$ cat src/rtl/seq_narrow_multiplier_pkg.sv
// Shared types and helpers for the sequential narrow-early-exit multiplier.
// Holds the FSM state encoding and a constant log2 helper for counter sizing.
package mult_pkg;

    typedef enum logic [1:0] {
        IDLE = 2'd0,
        CALC = 2'd1,
        DONE = 2'd2
    } state_t;

    // Bits needed to represent values 0..value-1 (value>=1)
    function automatic int clog2(input int value);
        int r;
        r = 0;
        while ((1 << r) < value) r++;
        return r;
    endfunction

    localparam int DEFAULT_WIDTH    = 8;
    // Iteration counter width for the default operand width
    localparam int DEFAULT_CNT_BITS = clog2(DEFAULT_WIDTH + 1);

endpackage

$ cat src/rtl/seq_narrow_multiplier_adder.sv
// Ripple-carry adder built from full_adder cells, carry-in tied low.
// Forms the per-iteration partial-sum add of the shift-add multiplier.
module full_adder (
    input  logic a,
    input  logic b,
    input  logic cin,
    output logic sum,
    output logic cout
);
    assign sum  = a ^ b ^ cin;
    assign cout = (a & b) | (cin & (a ^ b));
endmodule

module ripple_carry_adder #(
    parameter int N = 9
) (
    input  logic [N-1:0] a,
    input  logic [N-1:0] b,
    output logic [N-1:0] sum,
    output logic         carry_out
);
    logic [N:0] carry;

    assign carry[0] = 1'b0;

    for (genvar i = 0; i < N; i++) begin : g_cell
        full_adder u_fa (
            .a    (a[i]),
            .b    (b[i]),
            .cin  (carry[i]),
            .sum  (sum[i]),
            .cout (carry[i+1])
        );
    end

    assign carry_out = carry[N];
endmodule

$ cat src/rtl/seq_narrow_multiplier.sv
// Iterative unsigned shift-add multiplier with valid/ready on both sides.
// Multipliers that fit in NARROW_WIDTH bits finish after NARROW_WIDTH iterations.
module seq_narrow_multiplier
    import mult_pkg::*;
#(
    parameter int WIDTH        = 8,
    parameter int NARROW_WIDTH = 4,
    parameter int CNT_WIDTH    = 16
) (
    input  logic                 clk,
    input  logic                 rst_n,
    input  logic                 in_valid,
    output logic                 in_ready,
    input  logic [WIDTH-1:0]     a,
    input  logic [WIDTH-1:0]     b,
    output logic                 out_valid,
    input  logic                 out_ready,
    output logic [2*WIDTH-1:0]   product,
    output logic                 narrow,
    output logic [CNT_WIDTH-1:0] narrow_count
);

    localparam int CNT_W = clog2(WIDTH + 1);
    localparam int ACC_W = 2 * WIDTH;
    localparam int SUM_W = WIDTH + 1;

    state_t           state;
    logic [WIDTH-1:0] mcand;
    logic [WIDTH-1:0] mplier;
    logic [ACC_W-1:0] acc;
    logic [CNT_W-1:0] cnt;
    logic [CNT_W-1:0] last_cnt;
    logic             flag;

    logic             is_narrow;
    logic [WIDTH-1:0] acc_slice;
    logic [SUM_W-1:0] sum;
    logic             carry_out;
    logic [ACC_W-1:0] slice_mask;
    logic [ACC_W-1:0] sum_shifted;
    logic [ACC_W-1:0] acc_next;

    assign is_narrow = ((b >> NARROW_WIDTH) == '0);
    assign in_ready  = (state == IDLE);

    // Partial sum below bit cnt+WIDTH is the only live part, so the add
    // window is acc[cnt +: WIDTH] plus mcand, written back WIDTH+2 bits wide.
    assign acc_slice = WIDTH'(acc >> cnt);

    ripple_carry_adder #(.N(SUM_W)) u_adder (
        .a         ({1'b0, acc_slice}),
        .b         ({1'b0, mcand}),
        .sum       (sum),
        .carry_out (carry_out)
    );

    assign slice_mask  = ACC_W'({(SUM_W + 1){1'b1}}) << cnt;
    assign sum_shifted = ACC_W'({carry_out, sum}) << cnt;
    assign acc_next    = mplier[0] ? ((acc & ~slice_mask) | sum_shifted) : acc;

    // NOTE: every register here uses <= so all reads in this block see
    // pre-edge values; blocking writes would reorder the datapath updates.
    always_ff @(posedge clk or negedge rst_n) begin
        if (!rst_n) begin
            state        <= IDLE;
            mcand        <= '0;
            mplier       <= '0;
            acc          <= '0;
            cnt          <= '0;
            last_cnt     <= '0;
            flag         <= 1'b0;
            out_valid    <= 1'b0;
            product      <= '0;
            narrow       <= 1'b0;
            narrow_count <= '0;
        end else begin
            case (state)
                IDLE: begin
                    if (in_valid) begin
                        mcand    <= a;
                        mplier   <= b;
                        acc      <= '0;
                        cnt      <= '0;
                        flag     <= is_narrow;
                        last_cnt <= is_narrow ? CNT_W'(NARROW_WIDTH - 1) : CNT_W'(WIDTH - 1);
                        state    <= CALC;
                    end
                end
                CALC: begin
                    acc    <= acc_next;
                    mplier <= mplier >> 1;
                    cnt    <= cnt + CNT_W'(1);
                    if (cnt == last_cnt) begin
                        product   <= acc_next;
                        narrow    <= flag;
                        out_valid <= 1'b1;
                        if (flag && (narrow_count != '1))
                            narrow_count <= narrow_count + CNT_WIDTH'(1);
                        state <= DONE;
                    end
                end
                DONE: begin
                    if (out_ready) begin
                        out_valid <= 1'b0;
                        state     <= IDLE;
                    end
                end
                default: state <= IDLE;
            endcase
        end
    end

endmodule

$ cat config.mk
export PLATFORM = sky130hd
export DESIGN_NAME = seq_narrow_multiplier
export DESIGN_NICKNAME = d
export VERILOG_FILES = /design/src/rtl/seq_narrow_multiplier_pkg.sv /design/src/rtl/seq_narrow_multiplier_adder.sv /design/src/rtl/seq_narrow_multiplier.sv
export SDC_FILE = /design/constraint.sdc
export NUM_CORES = 1
export LEC_CHECK = 0
export BUFFER_PORTS_ARGS = -buffer_cell sky130_fd_sc_hd__buf_2
export CORE_UTILIZATION = 59
export DETAILED_ROUTE_END_ITERATION = 16
export PLACE_DENSITY = 0.87
export SLEW_MARGIN = 5
export SYNTH_ARGS = -nofsm -noshare
export SYNTH_HDL_FRONTEND = slang
export SYNTH_SLANG_ARGS = --single-unit
$ cat constraint.sdc
create_clock -name clk -period 7.2 [get_ports clk]
set_clock_uncertainty 0.2 [all_clocks]
set_input_delay 1.08 -clock clk [delete_from_list [all_inputs] [get_ports clk]]
set_output_delay 1.08 -clock clk [all_outputs]
set_load 0.005 [all_outputs]
; Yosys cells after proc, flatten, opt, wreduce, memory -nomap -nowiden
; Cells that the tools add are included.
[op_classes]
n_addsub = 2
n_eq_ne = 7
n_shift = 3
muxes = 15
n_bitwise = 40
reduce_logical = 11
[op_table]
columns = op, n
row1 = two-way mux 16 bit, 2
row2 = case mux 16 bit (2 select lines), 1
row3 = adder 16 x 1 -> 16 bit (second input constant), 1
row4 = AND 16 bit, 1
row5 = inequality test 16 bit (second input constant), 1
row6 = NOT 16 bit, 1
row7 = OR 16 bit, 1
row8 = case mux 8 bit (2 select lines), 1
row9 = << shifter 10 x 4 -> 16 bit (first input constant), 1
row10 = << shifter 9 x 4 -> 16 bit, 1
row11 = right shift 16 x 4 -> 8 bit, 1
row12 = AND 1 bit, 15
row13 = bitwise XOR 1 bit, 15
row14 = AND reduction 3 bit, 3
row15 = logical NOT 8 bit, 1
row16 = two-way mux 8 bit, 1
row17 = case mux 4 bit (2 select lines), 1
row18 = OR 1 bit, 7
row19 = two-way mux 2 bit, 3
row20 = inequality test 2 bit (second input constant), 3
row21 = case mux 2 bit (3 select lines), 1
row22 = AND reduction 2 bit, 3
row23 = adder 4 x 1 -> 4 bit (second input constant), 1
row24 = equality test 4 bit, 1
row25 = 9 further kinds, 11
[totals]
reg_bits = 77
in_bits = 20
output_inout_bits = 35
elab_cells = 89

; Longest topological paths before layout
[depth]
depth_word = 20
mapped_depth = 21
ltp_nobuf = 19

; By module
; Synthesis repeated with hierarchy kept, for this count alone.
[hier_totals]
cells_unflattened = 510
area_unflattened_um2 = 5014.8
[modules_own_cells]
columns = module, instances, cells_each, area_each_um2, seq_area_each_um2
row1 = seq_narrow_multiplier, 1, 500, 4830.9, 1876.8
row2 = full_adder, 9, 1, 20.0, 0.0
row3 = ripple_carry_adder, 1, 1, 3.8, 0.0

; Worst setup path before layout
; OpenSTA, ideal clock, no wires.
[synth_timing]
path_type = register to register
from = register cnt[0]
to = register acc[8]
arrival_ps = 5038
required_time_ps = 6895
path_slack_ps = 1857
stages_incl_launch_ff = 20
period_less_slack_ps = 5343
cell_sequence = dfrtp_1 -> buf_4 -> buf_2 -> mux2i_1 -> mux2_2 -> o211ai_1 -> o21ai_0 -> fa_1 -> fa_1 -> fa_1 -> fa_1 -> fa_1 -> inv_1 -> fa_1 -> inv_1 -> fa_1 -> mux4_2 -> mux2i_1 -> or4_1 -> nor4b_1
[synth_between]
elab_chain_len = 20
word_cells_on_any_way = 45
classes_between = shift (3) / mux (2) / bitwise (40)
[synth_lines]
columns = element, line_no
row1 = from (decl), seq_narrow_multiplier.sv:31  ; logic [CNT_W-1:0] cnt;
row2 = from (signal assigned), seq_narrow_multiplier.sv:92  ; cnt <= cnt + CNT_W'(1);
row3 = right shift 16 x 4 -> 8 bit, seq_narrow_multiplier.sv:48  ; assign acc_slice = WIDTH'(acc >> cnt);
row4 = AND 1 bit / bitwise XOR 1 bit (equally long branches), "seq_narrow_multiplier_adder.sv:11, seq_narrow_multiplier_adder.sv:10"
row5 = AND 1 bit, seq_narrow_multiplier_adder.sv:11  ; assign cout = (a & b) | (cin & (a ^ b));
row6 = OR 1 bit, seq_narrow_multiplier_adder.sv:11
row7 = AND 1 bit, seq_narrow_multiplier_adder.sv:11
row8 = OR 1 bit, seq_narrow_multiplier_adder.sv:11
row9 = AND 1 bit, seq_narrow_multiplier_adder.sv:11
row10 = OR 1 bit, seq_narrow_multiplier_adder.sv:11
row11 = [4 not listed], --
row12 = AND 1 bit, seq_narrow_multiplier_adder.sv:11
row13 = OR 1 bit, seq_narrow_multiplier_adder.sv:11
row14 = AND 1 bit, seq_narrow_multiplier_adder.sv:11
row15 = OR 1 bit, seq_narrow_multiplier_adder.sv:11
row16 = << shifter 9 x 4 -> 16 bit, seq_narrow_multiplier.sv:58  ; assign sum_shifted = ACC_W'({carry_out, sum}) << cnt;
row17 = OR 16 bit (*), seq_narrow_multiplier.sv:59  ; assign acc_next = mplier[0] ? ((acc & ~slice_mask) | sum_shifted) : acc;
row18 = two-way mux 16 bit (*), seq_narrow_multiplier.sv:59
row19 = case mux 16 bit (2 select lines) (*), seq_narrow_multiplier.sv:77  ; case (state)
row20 = to (signal assigned), seq_narrow_multiplier.sv:90  ; acc <= acc_next;
row21 = to (decl), seq_narrow_multiplier.sv:30  ; logic [ACC_W-1:0] acc;
; Every way passes the cells marked *; elsewhere a longest branch is shown, timed or not.
; A chain may end at the register's enable or synchronous reset.

; Worst setup path after layout
; Same ends and word-level chain as after synthesis.

==> flow_summary.yaml <==
outcome:
  outcome: "complete, no violations"
floorplanning:
  floorplan.initialDensity_pct: 61.1
  rows: 32
  y_dimension_of_the_die_um: 91.7
  die_w_um: 91.7
  ios: 55
  core_area_um2: 7770
  floorplan.die_area_um2: 8410
clocking:
  clkTransAtPathRegs_ps: 90
  cts_htree_levels: 3
  resized_after_cts: 0
  clk_path_buf_depth: 2
  tritoncts_sinks: 75
  hold_fix_buffer_count_after_cts: 0
  clock_insertion_delay_at_the_later_pin_of_the_skew_report_ps: 360
  cts_tree: "built"
  postCtsSetupRepairBufs: 0
  cts_made_buffers: 9
  clk_root_buffer_cell: "sky130_fd_sc_hd__clkbuf_8"
timing:
  fin_setup_tns_ps: 0
  final.period_utilization_pct: 82.8
  final_period_minus_worst_setup_slack_ps: 5960
  setup_slack_ps: 1240
  rsz0062_at_grt: "false"
  maxSlewViolCount: 0
  worst_hold_slack_ps: 276
  timing_worst_slew_pin_value_ps: 1050
  hold_viol_final: 0
  max_slew_margin_pct: 29.8
  setup-violations-final: 0
  max_freq_ghz: 0.168
worst_setup_path:
  critPathRequiredTime_ps: 7250
  ordered_list_of_cells_on_the_worst_path: "inv_2 -> nand2_1 -> mux2_2 -> o211ai_1 -> o21ai_0 -> fa_1 -> fa_1 -> fa_1 -> fa_1 -> fa_1 -> inv_1 -> fa_1 -> inv_1 -> fa_1 -> mux4_2 -> mux2i_1 -> or4_1 -> nor4b_1"
  crit_path_max_fanout: 20
  crit_path_start: "cnt[0]"
  crit-reg2reg-capture: "acc[8]"
  critical_path_class: "register to register"
  crit_path_frequent_cell: "sky130_fd_sc_hd__fa_1"
  timing.critical_path.slowest_stage_cell: "sky130_fd_sc_hd__dfrtp_1"
  r2r-start: "cnt[0]"
  worstSetupEndpointType: "register"
  critPathLaunchType: "register"
  cp.buffers_inverters: 3
  worst-r2r-cell-count: 18
  timing.critical_path.arrival_ps: 6010
  worst_path_largest_cell_delay_ps: 700
  regToRegSetupSlack_ps: 1240
  critical-path-top-delay-family: "adder cells"
layout:
  num_antenna_cells: 0
  final_common_cell: "sky130_fd_sc_hd__nand2_1"
  area_growth_pct: 11.2
  ff_latch_area_um2: 1880
  multi_input_comb_area_um2: 2630
  fillCellCount: 630
  layout_common_cells: "sky130_fd_sc_hd__nand2_1 (93), sky130_fd_sc_hd__dfrtp_1 (75), sky130_fd_sc_hd__buf_2 (53)"
  finalInstanceArea_um2: 5280
  drive_above_1_share_pct: 18.2
  nNetsFinal: 594
place:
  postPlaceCellArea_um2: 5050
  post-place-ws_ps: 1240
  hpwlAfterDp_mm: 9.01
  io_buffers: 54
  routabilityCongestion: 0.960
routing:
  detailroute.via_count: 4191
  antenna_left: 0
  vias_per_cell: 6.27
  first_iter_violations: 419
  drc_markers: 0
  detail_route.wl_per_cell_um: 19.1
  totalWireLength_mm: 12.8
  drt_pre_antenna_iters: 6
grt:
  grt_max_degree: 76
  gr-total-overflow: 0
  first_global_vias: 4106
  grt.total_usage_pct: 32.5
  grt_antenna_before_repair: 0
  first_pass_grt_wire_length_mm: 21.2
logic_synthesis:
  synth.lib_cells_used.distinct: 58
  yosys_warnings: 0
  syn_area_per_cell_um2: 9.06
  netlist_area_um2: 4750
  post_synth_top_flop: "sky130_fd_sc_hd__dfrtp_1"
  synth_seq_area_share_pct: 39.5
  postSynthRegisterBits: 75
  synth_async_sr_flop_share_pct: 100
  netlist_instances: 524
  synth_edf_count: 0
  syn_nets: 557
hold_path:
  hold-path-endpoint: "narrow"
  worst_hold_depth: 2
  min-delay-start: "narrow"
  hold_path.class: "register to register"
flow_run:
  max-cap-violations: 0
## tightest hold or removal path, stage by stage (launching register included)
cell and delay [ps]:
sky130_fd_sc_hd__dfrtp_1 350, sky130_fd_sc_hd__nand2_1 50, sky130_fd_sc_hd__nand2_1 50
## sequential cells by signal, summed over array words and instances (netlist names)
name	cells
acc	16
cnt	4
flag	1
last_cnt	2
mcand	8
mplier	8
narrow	1
narrow_count	16
out_valid	1
product	16
state	2
## cell families after synthesis
family          Yosys count  synth area share [%]
simple gates            194                  18.9
fa+ha+maj                13                  4.53
buf+inv                  57                  5.08
flops                    75                  39.5
compound gates          125                  16.8
mux                      45                  12.4
xor+xnor                 15                  2.77
## metal layers
| metal | wire (um) | track usage, % |
|---|---|---|
| met1 | 5270 | 43.3 |
| met2 | 5880 | 51.0 |
| met3 | 1120 | 7.63 |
| met4 | 496 | 14.5 |
| met5 | 0 | 0 |
## worst max-delay path by stage
stage / end / cells after the start
after floorplan: acc[8] / 19
after global placement: acc[8] / 18
after detailed placement: acc[8] / 18
after CTS: acc[8] / 18
after global routing: acc[8] / 18
final: acc[8] / 18
## cells in the mapped netlist, types with 3 or more instances
master / number / share of area, %
sky130_fd_sc_hd__a32o_1: 3 / 0.63
sky130_fd_sc_hd__nand2b_1: 9 / 1.2
sky130_fd_sc_hd__mux2i_1: 27 / 5.7
sky130_fd_sc_hd__o21a_1: 4 / 0.63
sky130_fd_sc_hd__o21ai_0: 44 / 4.6
sky130_fd_sc_hd__inv_1: 19 / 1.5
sky130_fd_sc_hd__o211ai_1: 6 / 0.95
sky130_fd_sc_hd__dfrtp_1: 75 / 40
sky130_fd_sc_hd__a211oi_1: 6 / 0.95
sky130_fd_sc_hd__and3_1: 6 / 0.79
sky130_fd_sc_hd__mux2_2: 7 / 1.7
sky130_fd_sc_hd__clkbuf_1: 24 / 1.9
sky130_fd_sc_hd__nand4_1: 5 / 0.66
sky130_fd_sc_hd__nand2_1: 93 / 7.3
sky130_fd_sc_hd__a31oi_1: 16 / 2.1
sky130_fd_sc_hd__nor2b_1: 5 / 0.66
sky130_fd_sc_hd__buf_2: 7 / 0.74
sky130_fd_sc_hd__nand3_1: 24 / 2.5
sky130_fd_sc_hd__a21boi_0: 3 / 0.47
sky130_fd_sc_hd__nor4_1: 3 / 0.40
sky130_fd_sc_hd__a21oi_1: 18 / 1.9
sky130_fd_sc_hd__xnor2_1: 11 / 2.0
sky130_fd_sc_hd__mux4_2: 10 / 4.7
sky130_fd_sc_hd__o31ai_1: 5 / 0.79
sky130_fd_sc_hd__fa_1: 7 / 3.0
sky130_fd_sc_hd__ha_1: 6 / 1.6
sky130_fd_sc_hd__nor3_1: 8 / 0.84
sky130_fd_sc_hd__nor2_1: 27 / 2.1
sky130_fd_sc_hd__xor2_1: 4 / 0.74
## per-stage QoR
step                util (%)  instances
floorplan                  -        524
global placement        65.0        652
detailed placement      65.0        652
CTS                     68.0        668
global route            68.0        668
finish                  68.0        668
## cell type report
| type | count | area share [%] |
|---|---|---|
| flip-flops and latches | 75 | 35.5 |
| inverters | 21 | 1.49 |
| clock inverters | 6 | 1.82 |
| well taps | 102 | 2.42 |
| clock buffers | 10 | 2.61 |
| multi-input cells | 392 | 49.8 |
| repair buffers | 62 | 6.30 |
Power is not shown: default switching activity piles up to over one toggle a cycle in this logic, so the estimate is an artifact.
